`src/rtl/dino_motion_if.sv`:
```
`default_nettype none
// ============================================================================
// Module      : dino_motion_if
// Description : Keypad-request / sprite-position bundle of the dino motion
//               controller. The keypad side is master, the controller is slave.
// Revision    : 1.0 - initial release
// ============================================================================
interface dino_motion_if #(
    parameter int X_W = 10,
    parameter int Y_W = 9
);
    logic           tick;
    logic           jump_req;
    logic           duck;
    logic           left_req;
    logic           right_req;
    logic [X_W-1:0] pos_x;
    logic [Y_W-1:0] pos_y;
    logic [1:0]     state;
    logic           airborne;
    logic           landed;

    modport master (
        output tick, jump_req, duck, left_req, right_req,
        input  pos_x, pos_y, state, airborne, landed
    );

    modport slave (
        input  tick, jump_req, duck, left_req, right_req,
        output pos_x, pos_y, state, airborne, landed
    );
endinterface
`default_nettype wire

```
`src/rtl/dino_motion_ctrl.sv`:
```
`default_nettype none
// ============================================================================
// Module      : dino_motion_ctrl
// Description : Per-tick velocity/gravity integrator for the dinosaur sprite,
//               with duck, fast-fall and clamped horizontal moves.
//               Define DINO_DOUBLE_JUMP_EN to allow one mid-air jump per flight.
// Revision    : 1.0 - initial release
// ============================================================================
module dino_motion_ctrl #(
    parameter int X_W      = 10,
    parameter int Y_W      = 9,
    parameter int X_INIT   = 320,
    parameter int X_MIN    = 0,
    parameter int X_MAX    = 512,
    parameter int X_STEP   = 20,
    parameter int GROUND_Y = 240,
    parameter int Y_MIN    = 0,
    parameter int V0       = 16,
    parameter int GRAV     = 1,
    parameter int V_MAX    = 16
) (
    input  logic          clk,
    input  logic          rst,
    dino_motion_if.slave  bus
);
    localparam int VW  = Y_W + 2;
    localparam int XW2 = X_W + 2;

    typedef enum logic [1:0] {
        ST_GROUND = 2'd0,
        ST_RISE   = 2'd1,
        ST_FALL   = 2'd2,
        ST_DUCK   = 2'd3
    } state_t;

    localparam logic signed [VW-1:0] c_v0       = VW'(V0);
    localparam logic signed [VW-1:0] c_grav     = VW'(GRAV);
    localparam logic signed [VW-1:0] c_grav2    = VW'(2 * GRAV);
    localparam logic signed [VW-1:0] c_vmin     = VW'(-V_MAX);
    localparam logic signed [VW-1:0] c_ground   = VW'(GROUND_Y);
    localparam logic signed [VW-1:0] c_ymin     = VW'(Y_MIN);
    localparam logic [Y_W-1:0]       c_ground_y = Y_W'(GROUND_Y);
    localparam logic [Y_W-1:0]       c_ymin_y   = Y_W'(Y_MIN);
    localparam logic [X_W-1:0]       c_x_init   = X_W'(X_INIT);
    localparam logic [XW2-1:0]       c_x_min    = XW2'(X_MIN);
    localparam logic [XW2-1:0]       c_x_max    = XW2'(X_MAX);
    localparam logic [XW2-1:0]       c_x_step   = XW2'(X_STEP);

    state_t                r_state, w_state;
    logic [X_W-1:0]        r_pos_x, w_pos_x;
    logic [Y_W-1:0]        r_pos_y, w_pos_y;
    logic signed [VW-1:0]  r_v, w_v;
    logic signed [VW-1:0]  w_y_next, w_v_dec, w_v_next;
    logic [XW2-1:0]        w_x_ext;
    logic                  r_jump_pend, w_jump_pend, w_jump;
    logic                  r_landed, w_landed;
    logic                  r_airborne, w_airborne;
    logic                  w_relaunch;

    // Second jump is allowed only while the per-flight flag is still clear.
`ifdef DINO_DOUBLE_JUMP_EN
    logic r_dj_used;

    assign w_relaunch = w_jump & ~r_dj_used;

    always_ff @(posedge clk) begin
        if (rst || w_landed) begin
            r_dj_used <= 1'b0;
        end else if (bus.tick && w_relaunch &&
                     (r_state == ST_RISE || r_state == ST_FALL)) begin
            r_dj_used <= 1'b1;
        end
    end
`else
    assign w_relaunch = 1'b0;
`endif

    assign w_jump   = r_jump_pend | bus.jump_req;
    assign w_y_next = $signed({2'b00, r_pos_y}) - r_v;
    assign w_v_dec  = r_v - (bus.duck ? c_grav2 : c_grav);
    assign w_v_next = (w_v_dec < c_vmin) ? c_vmin : w_v_dec;
    assign w_x_ext  = XW2'(r_pos_x);

    always_comb begin
        w_pos_x = r_pos_x;
        if (bus.left_req && !bus.right_req) begin
            w_pos_x = (w_x_ext < c_x_min + c_x_step) ? X_W'(c_x_min)
                                                     : X_W'(w_x_ext - c_x_step);
        end else if (bus.right_req && !bus.left_req) begin
            w_pos_x = (w_x_ext + c_x_step > c_x_max) ? X_W'(c_x_max)
                                                     : X_W'(w_x_ext + c_x_step);
        end
    end

    always_comb begin
        w_state     = r_state;
        w_pos_y     = r_pos_y;
        w_v         = r_v;
        w_landed    = 1'b0;
        w_jump_pend = bus.tick ? 1'b0 : w_jump;
        if (bus.tick) begin
            case (r_state)
                ST_GROUND: begin
                    if (w_jump) begin
                        w_v     = c_v0;
                        w_state = ST_RISE;
                    end else if (bus.duck) begin
                        w_state = ST_DUCK;
                    end
                end
                ST_DUCK: begin
                    if (!bus.duck) w_state = ST_GROUND;
                end
                ST_RISE, ST_FALL: begin
                    if (w_relaunch) begin
                        w_v     = c_v0;
                        w_state = ST_RISE;
                    end else if (w_y_next >= c_ground) begin
                        w_pos_y  = c_ground_y;
                        w_v      = '0;
                        w_state  = ST_GROUND;
                        w_landed = 1'b1;
                    end else if (w_y_next < c_ymin) begin
                        w_pos_y = c_ymin_y;
                        w_v     = '0;
                        w_state = ST_FALL;
                    end else begin
                        w_pos_y = Y_W'(w_y_next);
                        w_v     = w_v_next;
                        w_state = (w_v_next > 0) ? ST_RISE : ST_FALL;
                    end
                end
                default: ;
            endcase
        end
        w_airborne = (w_state == ST_RISE) || (w_state == ST_FALL);
    end

    always_ff @(posedge clk) begin
        if (rst) begin
            r_state     <= ST_GROUND;
            r_pos_x     <= c_x_init;
            r_pos_y     <= c_ground_y;
            r_v         <= '0;
            r_jump_pend <= 1'b0;
            r_landed    <= 1'b0;
            r_airborne  <= 1'b0;
        end else begin
            r_state     <= w_state;
            r_pos_x     <= w_pos_x;
            r_pos_y     <= w_pos_y;
            r_v         <= w_v;
            r_jump_pend <= w_jump_pend;
            r_landed    <= w_landed;
            r_airborne  <= w_airborne;
        end
    end

    assign bus.pos_x    = r_pos_x;
    assign bus.pos_y    = r_pos_y;
    assign bus.state    = r_state;
    assign bus.airborne = r_airborne;
    assign bus.landed   = r_landed;
endmodule
`default_nettype wire

```
`src/flat_wrapper.sv`:
```
// flat-port wrapper written by rule: the top's interface ports become plain ports
module dino_motion_ctrl_flat 
#(
    parameter int X_W      = 10,
    parameter int Y_W      = 9,
    parameter int X_INIT   = 320,
    parameter int X_MIN    = 0,
    parameter int X_MAX    = 512,
    parameter int X_STEP   = 20,
    parameter int GROUND_Y = 240,
    parameter int Y_MIN    = 0,
    parameter int V0       = 16,
    parameter int GRAV     = 1,
    parameter int V_MAX    = 16
)
  (clk, rst, bus_tick, bus_jump_req, bus_duck, bus_left_req, bus_right_req, bus_pos_x, bus_pos_y, bus_state, bus_airborne, bus_landed);
  dino_motion_if #(.X_W(X_W), .Y_W(Y_W)) bus_i ();
  input  logic clk;
  input  logic rst;
  input wire logic [$bits(bus_i.tick)-1:0] bus_tick;
  input wire logic [$bits(bus_i.jump_req)-1:0] bus_jump_req;
  input wire logic [$bits(bus_i.duck)-1:0] bus_duck;
  input wire logic [$bits(bus_i.left_req)-1:0] bus_left_req;
  input wire logic [$bits(bus_i.right_req)-1:0] bus_right_req;
  output wire logic [$bits(bus_i.pos_x)-1:0] bus_pos_x;
  output wire logic [$bits(bus_i.pos_y)-1:0] bus_pos_y;
  output wire logic [$bits(bus_i.state)-1:0] bus_state;
  output wire logic [$bits(bus_i.airborne)-1:0] bus_airborne;
  output wire logic [$bits(bus_i.landed)-1:0] bus_landed;
  assign bus_i.tick = bus_tick;
  assign bus_i.jump_req = bus_jump_req;
  assign bus_i.duck = bus_duck;
  assign bus_i.left_req = bus_left_req;
  assign bus_i.right_req = bus_right_req;
  assign bus_pos_x = bus_i.pos_x;
  assign bus_pos_y = bus_i.pos_y;
  assign bus_state = bus_i.state;
  assign bus_airborne = bus_i.airborne;
  assign bus_landed = bus_i.landed;
  dino_motion_ctrl #(.X_W(X_W), .Y_W(Y_W), .X_INIT(X_INIT), .X_MIN(X_MIN), .X_MAX(X_MAX), .X_STEP(X_STEP), .GROUND_Y(GROUND_Y), .Y_MIN(Y_MIN), .V0(V0), .GRAV(GRAV), .V_MAX(V_MAX)) u_core (.clk(clk), .rst(rst), .bus(bus_i));
endmodule
```
`config.mk`:
```
export PLATFORM = sky130hd
export DESIGN_NAME = dino_motion_ctrl_flat
export DESIGN_NICKNAME = d
export VERILOG_FILES = /design/src/rtl/dino_motion_if.sv /design/src/rtl/dino_motion_ctrl.sv /design/src/flat_wrapper.sv
export SDC_FILE = /design/constraint.sdc
export NUM_CORES = 1
export LEC_CHECK = 0
export CORE_UTILIZATION = 35
export DETAILED_ROUTE_END_ITERATION = 8
export GPL_TIMING_DRIVEN = 0
export PLACE_DENSITY = 0.53
export SYNTH_ARGS = -nofsm -noshare
export SYNTH_HDL_FRONTEND = slang
export SYNTH_SLANG_ARGS = --single-unit
```
`constraint.sdc`:
```
create_clock -name clk -period 7.2 [get_ports clk]
set_input_delay 2.16 -clock clk [delete_from_list [all_inputs] [get_ports clk]]
set_output_delay 2.16 -clock clk [all_outputs]
set_load 0.01 [all_outputs]
```
Yosys cells after proc, flatten, opt, wreduce, memory -nomap -nowiden:

Cells that the tools add are included.

* register bits: 35
* bits in latches: 0
* memory bits (writable): 0
* bits in read-only memories: 0
* word-level logic and storage cells: 60
* memories: 0

* add/sub/neg operators: 4
* $mul: 0
* div/mod/pow operators: 0
* $lt $le $gt $ge: 6
* eq/ne operators: 6
* shift operators: 0
* muxes and demuxes: 21
* bitwise gates (word level): 3
* reductions and logical operators: 13

Operators with widths (count)
* 11-bit 2-to-1 mux: 4
* 10-bit 2-to-1 mux: 4
* 11-bit case mux with 2 select lines: 1
* 9-bit 2-to-1 mux: 2
* 2-bit 2-to-1 mux: 8
* 12-bit by 10-bit greater-than comparator with 1-bit output, second input constant: 1
* 10-bit by 5-bit adder with 11-bit output, second input constant: 1
* 11-bit by 9-bit greater-or-equal comparator with 1-bit output, second input constant: 1
* 11-bit by 1-bit greater-than comparator with 1-bit output, second input constant: 1
* 11-bit by 1-bit less-than comparator with 1-bit output, second input constant: 1
* 11-bit by 5-bit less-than comparator with 1-bit output, second input constant: 1
* 10-bit by 11-bit subtractor with 11-bit output: 1
* 11-bit subtractor: 1
* 10-bit by 5-bit less-than comparator with 1-bit output, second input constant: 1
* 10-bit by 5-bit subtractor with 10-bit output, second input constant: 1
* 2-bit == test, second input constant: 3
* 2-bit case mux with 3 select lines: 1
* 2-bit by 1-bit == test with 1-bit output, second input constant: 2
* 2-bit nonzero test: 2
* 2-bit OR reduction: 2
* 3-bit AND reduction: 1
* 3-bit OR reduction: 1
* 1-bit logical AND: 2
* 1-bit logical NOT: 2
* 7 further kinds: 8

Logic depth before layout (Yosys ltp):

Gate-level depths: netlist of run 1.

* depth after elaboration: 12
* depth in mapped cells: 18

Least setup slack after synthesis of run 1:

OpenSTA, ideal clock, no wires.

* path type: input-to-reg
* start point: input bus_duck
* end point: register u_core.r_airborne, in the netlist u_core.bus.airborne
* arrival: 5.358 ns
* slack: 1.717 ns
* stages: 17
* path buffers: 1
* cells stage by stage: inv_1 -> ha_1 -> inv_1 -> fa_1 -> or4_1 -> nor3_1 -> a21oi_1 -> nor2_1 -> o21ai_0 -> ha_1 -> clkbuf_1 -> nor2_1 -> mux2i_1 -> o31ai_2 -> o41a_1 -> xor2_1 -> nor2_1

* cells in the longest elaborated chain, start to end: 12
* elaborated cells on any way between the ends: 16
* those cells by class: add/sub (1); order compare (2); eq/ne (2); mux (10); reduce/logical (1)

RTL lines
* from (decl): line flat_wrapper.sv:22 `input wire logic [$bits(bus_i.duck)-1:0] bus_duck;`
* 2-bit 2-to-1 mux: line dino_motion_ctrl.sv:80 `assign w_v_dec = r_v - (bus.duck ? c_grav2 : c_grav);`
* 11-bit subtractor: line dino_motion_ctrl.sv:80
* 11-bit by 5-bit less-than comparator with 1-bit output: line dino_motion_ctrl.sv:81 `assign w_v_next = (w_v_dec < c_vmin) ? c_vmin : w_v_dec;`
* 11-bit 2-to-1 mux: line dino_motion_ctrl.sv:81
* 11-bit by 1-bit greater-than comparator with 1-bit output: line dino_motion_ctrl.sv:130 `w_state = (w_v_next > 0) ? ST_RISE : ST_FALL;`
* 2-bit 2-to-1 mux: line dino_motion_ctrl.sv:130
* 2-bit 2-to-1 mux: line dino_motion_ctrl.sv:123 `end else if (w_y_next < c_ymin) begin`
* 2-bit 2-to-1 mux: line dino_motion_ctrl.sv:118 `end else if (w_y_next >= c_ground) begin`
* 2-bit case mux with 3 select lines (*): line dino_motion_ctrl.sv:102 `case (r_state)`
* 2-bit 2-to-1 mux (*): line dino_motion_ctrl.sv:101 `if (bus.tick) begin`
* 2-bit by 1-bit == test with 1-bit output or 2-bit == test (tied branches): line dino_motion_ctrl.sv:136 `w_airborne = (w_state == ST_RISE) || (w_state == ST_FALL);`
* 1-bit logical OR (*): line dino_motion_ctrl.sv:136
* to (signal assigned): line dino_motion_ctrl.sv:155 `r_airborne <= w_airborne;`
* to (decl): line dino_motion_ctrl.sv:57 `logic r_airborne, w_airborne;`

Mark *: on every way between the ends. The rest lies on a longest branch, timed or not.
A chain may end at the register's enable or synchronous reset.

Worst setup path after layout of run 1:

Same ends and word-level chain as after synthesis.

==> results of run 1 <==
## stage by stage
stage	utilization	power, mW	std cells
6_report	0.424	0.955	497
5_1_grt	0.424	1.04	497
4_1_cts	0.424	0.958	497
3_5_place_dp	0.412	0.802	489
3_3_place_gp	0.412	0.800	489
2_1_floorplan	-	0.660	362
## area by class of cell
| cell class | instances | area share |
|---|---|---|
| Inverter | 27 | 0.0309 |
| Tap cell | 102 | 0.0390 |
| Buffer | 25 | 0.0447 |
| Timing Repair Buffer | 25 | 0.0764 |
| Clock inverter | 3 | 0.00688 |
| Sequential cell | 33 | 0.202 |
| Clock buffer | 5 | 0.0210 |
| Multi-Input combinational cell | 277 | 0.579 |
## worst paths after layout
| kind | startpoint | endpoint | slack [ns] |
|---|---|---|---|
| setup / recovery | bus_duck | u_core.bus.airborne | 0.87 |
| hold reg to reg | u_core.r_v[0] | u_core.r_v[0] | 0.49 |
| hold / removal | u_core.r_v[0] | u_core.r_v[0] | 0.49 |
| setup reg to reg | u_core.r_v[0] | u_core.bus.airborne | 3.03 |
## logic make-up (layout without fill, tap and decap cells)
kind of cell | count (synthesis) | count (layout) | synth area share
flops | 33 | 33 | 0.236
simple gates | 124 | 124 | 0.236
mux | 2 | 2 | 0.00714
other cells | 1 | 2 | 0.00134
buf+inv | 52 | 85 | 0.0884
compound gates | 120 | 120 | 0.307
fa+ha+maj | 19 | 19 | 0.0902
xor+xnor | 10 | 10 | 0.0339
## sequential cells by signal (all words and copies together), names as in the netlist
signal / cells
u_core.r_v: 11
u_core.r_jump_pend: 1
u_core.bus.state: 2
u_core.bus.pos_x: 8
u_core.bus.airborne: 1
u_core.bus.pos_y: 9
u_core.bus.landed: 1
## cells in the mapped netlist, types with 5 or more instances
cell type  instances
xnor2_1            5
nor4_1             7
nor2_1            35
o21ai_0           17
a31oi_1            6
nand2_1           20
clkbuf_1          12
nor3_1            15
nand3_1            7
a22oi_1            7
a211oi_1           7
ha_1              17
a21oi_1           28
dfxtp_1           33
inv_1             26
a21o_1             5
## power by group through the flow
stage          logic (mW)  registers (mW)  clock network, mW
2_1_floorplan       0.425           0.234                  0
3_5_place_dp        0.568           0.233                  0
4_1_cts             0.572           0.229              0.157
3_3_place_gp        0.567           0.233                  0
5_1_grt             0.641           0.233              0.165
6_report            0.574           0.229              0.152
## worst register-to-register path: cells and delay by family, from the launching register on
| kind | cells | cell delay [ns] |
|---|---|---|
| AND/OR/NAND/NOR | 6 | 1.30 |
| multiplexers | 1 | 0.12 |
| AO/OA/AOI/OAI | 4 | 0.82 |
| adder cells (fa/ha/maj) | 3 | 0.92 |
| flip-flops | 1 | 0.34 |
| XOR/XNOR | 1 | 0.17 |
| buffers and inverters | 3 | 0.37 |
## metal layers
metal | GRT usage | vias to the layer above
li1 | - | 1397
met1 | 0.266 | 1289
met2 | 0.320 | 42
met3 | 0.0276 | 7
met4 | 0.0476 | 0
met5 | 0 | -
==> impl_metrics.yaml, run 1 <==
finish:
  fill_cells: 819
  fin_nets: 420
  seqCellArea_um2: 661
  diodes: 0
  stdcell_area_mm2: 0.00328
  syn2layout_area_growth_pct: 16.9
  final_common_cell: "nor2_1"
  layout_common_cells: "nor2_1 (35), dfxtp_1 (33), a21oi_1 (28)"
  drive_gt1_frac: 0.0911
  multi_input_comb_area_mm2: 0.00190
pwr:
  pwr-share-seq: 0.240
  power_switching_mw: 0.452
  pwr-share-clk: 0.159
  leakage_nw: 1.22
  power_density_mw_per_mm2: 292
  swShare: 0.473
  power_frac_comb: 0.601
  ir_drop_uv: 120
  p_int_mw: 0.503
detailed_routing:
  routed_wl_um: 7630
  wl_met3_um: 261
  viasPerCell: 5.50
  wl_met2_um: 3450
  num_vias: 2735
  drc_errors: 0
  drt_iter0_markers: 120
  dr.pass1.iters: 4
  wl_met1_um: 3830
  dr.max_layer_used: "met4"
  post_drt_wl_per_cell_um: 15.4
  ant_nets: 0
sta:
  fin_hold_ws_ns: 0.493
  timing.final.ws_setup_ns: 0.874
  slew_headroom: 0.494
  setup_violations: 0
  fin_crit_ns: 6.33
  finClkSkew_ns: 0.00192
  fin_crit_sh: 0.879
  rsz0062_at_grt: "false"
  worst_pin_slew_ns: 0.758
  drv_slew: 0
  hold_viol_final: 0
  fmax_mhz: 158
  finalSetupTns_ns: 0
global_route:
  overflow: 0
  first_global_vias: 2554
  grtUsageTotal: 0.195
  grt_max_degree: 13
  antenna_found_initial: 0
  grt_pass1_wl_um: 13000
logic_synthesis:
  yosysWarningCount: 0
  synth_cells: 361
  synthTopCellsByArea: "dfxtp_1 (24%), ha_1 (7.6%), a21oi_1 (5.0%), nor2_1 (4.7%), inv_1 (3.5%)"
  seq_area_frac_synth: 0.236
  netlist_area_mm2: 0.00280
  syn_avg_cell_area_um2: 7.76
  synthArstFlopShare: 0
  synth-seq-cells: 33
  synth_edf_count: 0
  ys_types: 77
  synth_top_area_cell: "dfxtp_1"
  yosysTopAreaCellShare: 0.236
  yosys_most_used_dff: "dfxtp_1"
critical_path:
  arrival_ns: 6.51
  r2r_cells: 18
  crit_buf_inv: 4
  cp_max_fo: 10
  worstPathCellList: "clkdlybuf4s50_1, inv_1, ha_1, inv_1, fa_1, or4_1, nor3_1, a21oi_1, nor2_1, o21ai_0, ha_1, clkbuf_1, nor2_1, mux2i_1, o31ai_2, nand4_1, a21oi_2, xor2_1, nor2_1"
  cp.required_ns: 7.39
  cpPeakStageDelay_ns: 0.51
  crit_slowest_cell: "or4_1"
  end_kind: "flip-flop"
  critical_path_class: "input port to flip-flop"
  worstSetupStartpointType: "input port"
  path_common_cell: "nor2_1"
  cp.depth: 19
  crit_family: "simple AND/OR/NAND/NOR gates"
run:
  cap_violations: 0
clocking:
  ctsRootBufferMaster: "clkbuf_8"
  cts_buffers: 5
  clk_latency_ns: 0.30
  clockBufferDepth: 2
  path_clk_slew_ns: 0.08
  tritoncts: "yes"
  cts_setup_buffers: 0
  cts_resized: 0
  cts_hold_buf: 0
  cts.sinks: 33
  htreeDepth: 2
placement:
  hpwlAfterDp_um: 5760
  dpl_cell_area_mm2: 0.00318
  port_buffers: 25
  gp_congestion: 0.849
  dp_slack_ns: 0.581
outcome:
  status: "finished clean"
die:
  die_h_um: 91.5
  die_area_mm2: 0.00837
  rows: 32
  die-width_um: 91.5
  io_pins: 30
  core-area_mm2: 0.00773
  initial_core_util: 0.363
hold_path:
  min_path_type: "flip-flop to flip-flop"
  min_path_cells: 2
No activity file was read; power rests on OpenSTA's default activity.
==> run 2: changes to the inputs <==
--- a/config.mk
+++ b/config.mk
@@ -5,7 +5,9 @@
 export SDC_FILE = /design/constraint.sdc
 export NUM_CORES = 1
 export LEC_CHECK = 0
+export ABC_CLOCK_PERIOD_IN_PS = 7200
 export CORE_UTILIZATION = 35
+export CTS_CLUSTER_DIAMETER = 80
 export DETAILED_ROUTE_END_ITERATION = 8
 export GPL_TIMING_DRIVEN = 0
 export PLACE_DENSITY = 0.53
==> results of run 2 <==
Same layout as run 1: the final DEF is identical, and so are final timing and power.
==> run 3: changes to the inputs <==
--- a/config.mk
+++ b/config.mk
@@ -11,6 +11,8 @@
 export DETAILED_ROUTE_END_ITERATION = 8
 export GPL_TIMING_DRIVEN = 0
 export PLACE_DENSITY = 0.53
+export RECOVER_POWER = 25
+export SKIP_LAST_GASP = 1
 export SYNTH_ARGS = -nofsm -noshare
 export SYNTH_HDL_FRONTEND = slang
 export SYNTH_SLANG_ARGS = --single-unit
==> constraint.sdc (replaced) <==
create_clock -name clk -period 7.2 [get_ports clk]
set_input_delay 1.44 -clock clk [delete_from_list [all_inputs] [get_ports clk]]
set_output_delay 1.44 -clock clk [all_outputs]
set_load 0.01 [all_outputs]
==> impl_metrics.yaml, run 3 (synthesis results as in run 1) <==
sta:
  fin_crit_ns: 5.61
  worst_pin_slew_ns: 0.757
  slew_headroom: 0.495
  fin_hold_ws_ns: 0.493
  fmax_mhz: 178
  finClkSkew_ns: 0.00214
  setup_violations: 0
  fin_crit_sh: 0.779
  hold_viol_final: 0
  drv_slew: 0
  rsz0062_at_grt: "false"
  finalSetupTns_ns: 0
pwr:
  finalPower_mw: 0.952
  ir_drop_uv: 120
  power_density_mw_per_mm2: 292
  leakage_nw: 1.22
clocking:
  cts_buffers: 5
  ctsRootBufferMaster: "clkbuf_8"
  htreeDepth: 2
  cts.sinks: 33
  cts_resized: 0
  cts_setup_buffers: 0
  cts_hold_buf: 0
  clockBufferDepth: 2
  tritoncts: "yes"
  clk_latency_ns: 0.30
  path_clk_slew_ns: 0.08
die:
  initial_core_util: 0.363
  die-width_um: 91.5
  io_pins: 30
  die_area_mm2: 0.00837
  core-area_mm2: 0.00773
  die_h_um: 91.5
  rows: 32
critical_path:
  r2r-start: "u_core.r_v[0]"
  arrival_ns: 5.79
  critical_path_class: "input port to flip-flop"
  crit_slowest_cell: "or4_1"
  worstPathCellList: "clkdlybuf4s50_1, inv_1, ha_1, inv_1, fa_1, or4_1, nor3_1, a21oi_1, nor2_1, o21ai_0, ha_1, clkbuf_1, nor2_1, mux2i_1, o31ai_2, nand4_1, a21oi_2, xor2_1, nor2_1"
  crit_start: "bus_duck"
  cp_max_fo: 10
  end_kind: "flip-flop"
  worstSetupStartpointType: "input port"
  path_common_cell: "nor2_1"
  cpPeakStageDelay_ns: 0.51
  cp.required_ns: 7.39
detailed_routing:
  ant_nets: 0
  drc_errors: 0
  post_drt_wl_per_cell_um: 15.4
  num_vias: 2730
  viasPerCell: 5.49
  dr.pass1.iters: 4
  routed_wl_um: 7640
  drt_iter0_markers: 134
finish:
  fin_nets: 420
  diodes: 0
  final_common_cell: "nor2_1"
  top_register: "u_core.r_v"
  largest_reg_flops: 11
  drive_gt1_frac: 0.0861
  syn2layout_area_growth_pct: 16.3
  stdcell_area_mm2: 0.00326
  layout_common_cells: "nor2_1 (35), dfxtp_1 (33), a21oi_1 (28)"
placement:
  port_buffers: 25
  dpl_cell_area_mm2: 0.00318
  hpwlAfterDp_um: 5760
  gp_congestion: 0.849
hold_path:
  min_path_type: "flip-flop to flip-flop"
  worstHoldStart: "u_core.r_v[0]"
outcome:
  status: "finished clean"
global_route:
  grtUsageTotal: 0.195
  overflow: 0
  antenna_found_initial: 0
  grt_max_degree: 13
  grt_pass1_wl_um: 13000
  first_global_vias: 2554
run:
  cap_violations: 0
==> run 3: cell types whose count changed in the layout (fill, tap and decap cells not counted), sizes merged <==
cell	change
buf	-2
clkbuf	+2
clkdlybuf4s50	-11
dlygate4sd3	+11
==> run 3: report_power, final <==
group	internal (mW)	leakage [nW]	total, mW	switching, mW
logic	0.226	0.920	0.570	0.344
clock network	0.0679	0.0364	0.153	0.0847
registers	0.206	0.269	0.229	0.0230
total	0.500	1.22	0.952	0.452
==> run 3: metrics by stage <==
stage,setup WS (ns),util,cells
floorplan,2.44,-,362
global placement,1.32,0.412,489
detailed placement,1.30,0.412,489
CTS,1.59,0.424,497
global route,1.20,0.422,497
finish,1.59,0.422,497
==> run 3: cell type report <==
type / instances / area [µm²]
tap: 102 / 128
timing repair buffer: 25 / 250
inverter: 27 / 101
clock buffer: 5 / 68.8
multi-input combinational: 277 / 1900
fill: 823 / 4470
sequential: 33 / 661
buffer: 25 / 131
clock inverter: 3 / 22.5
==> run 3: worst max-delay path: cells and delay by family <==
| family | cells | cell delay (ns) |
|---|---|---|
| and+or+nand+nor | 6 | 1.31 |
| adders and majority gates | 3 | 0.97 |
| buffers and inverters | 4 | 0.94 |
| AOI/OAI and AO/OA | 4 | 0.81 |
| xor gates and xnor gates | 1 | 0.17 |
| muxes | 1 | 0.12 |
==> run 3: per-layer routing <==
metal | GRT usage | up-vias | routed length (µm)
met4 | 0.0476 | 0 | 85
met1 | 0.266 | 1285 | 3830
li1 | - | 1398 | -
met5 | 0 | - | 0
met2 | 0.320 | 40 | 3470
met3 | 0.0276 | 7 | 249
==> run 3: path summary, 6_finish.rpt <==
path,cells past startpoint,end,slack (ns)
setup / recovery,19,u_core.bus.airborne,1.59
hold / removal,2,u_core.r_v[0],0.49
setup reg to reg,18,u_core.bus.airborne,3.03
hold reg to reg,2,u_core.r_v[0],0.49
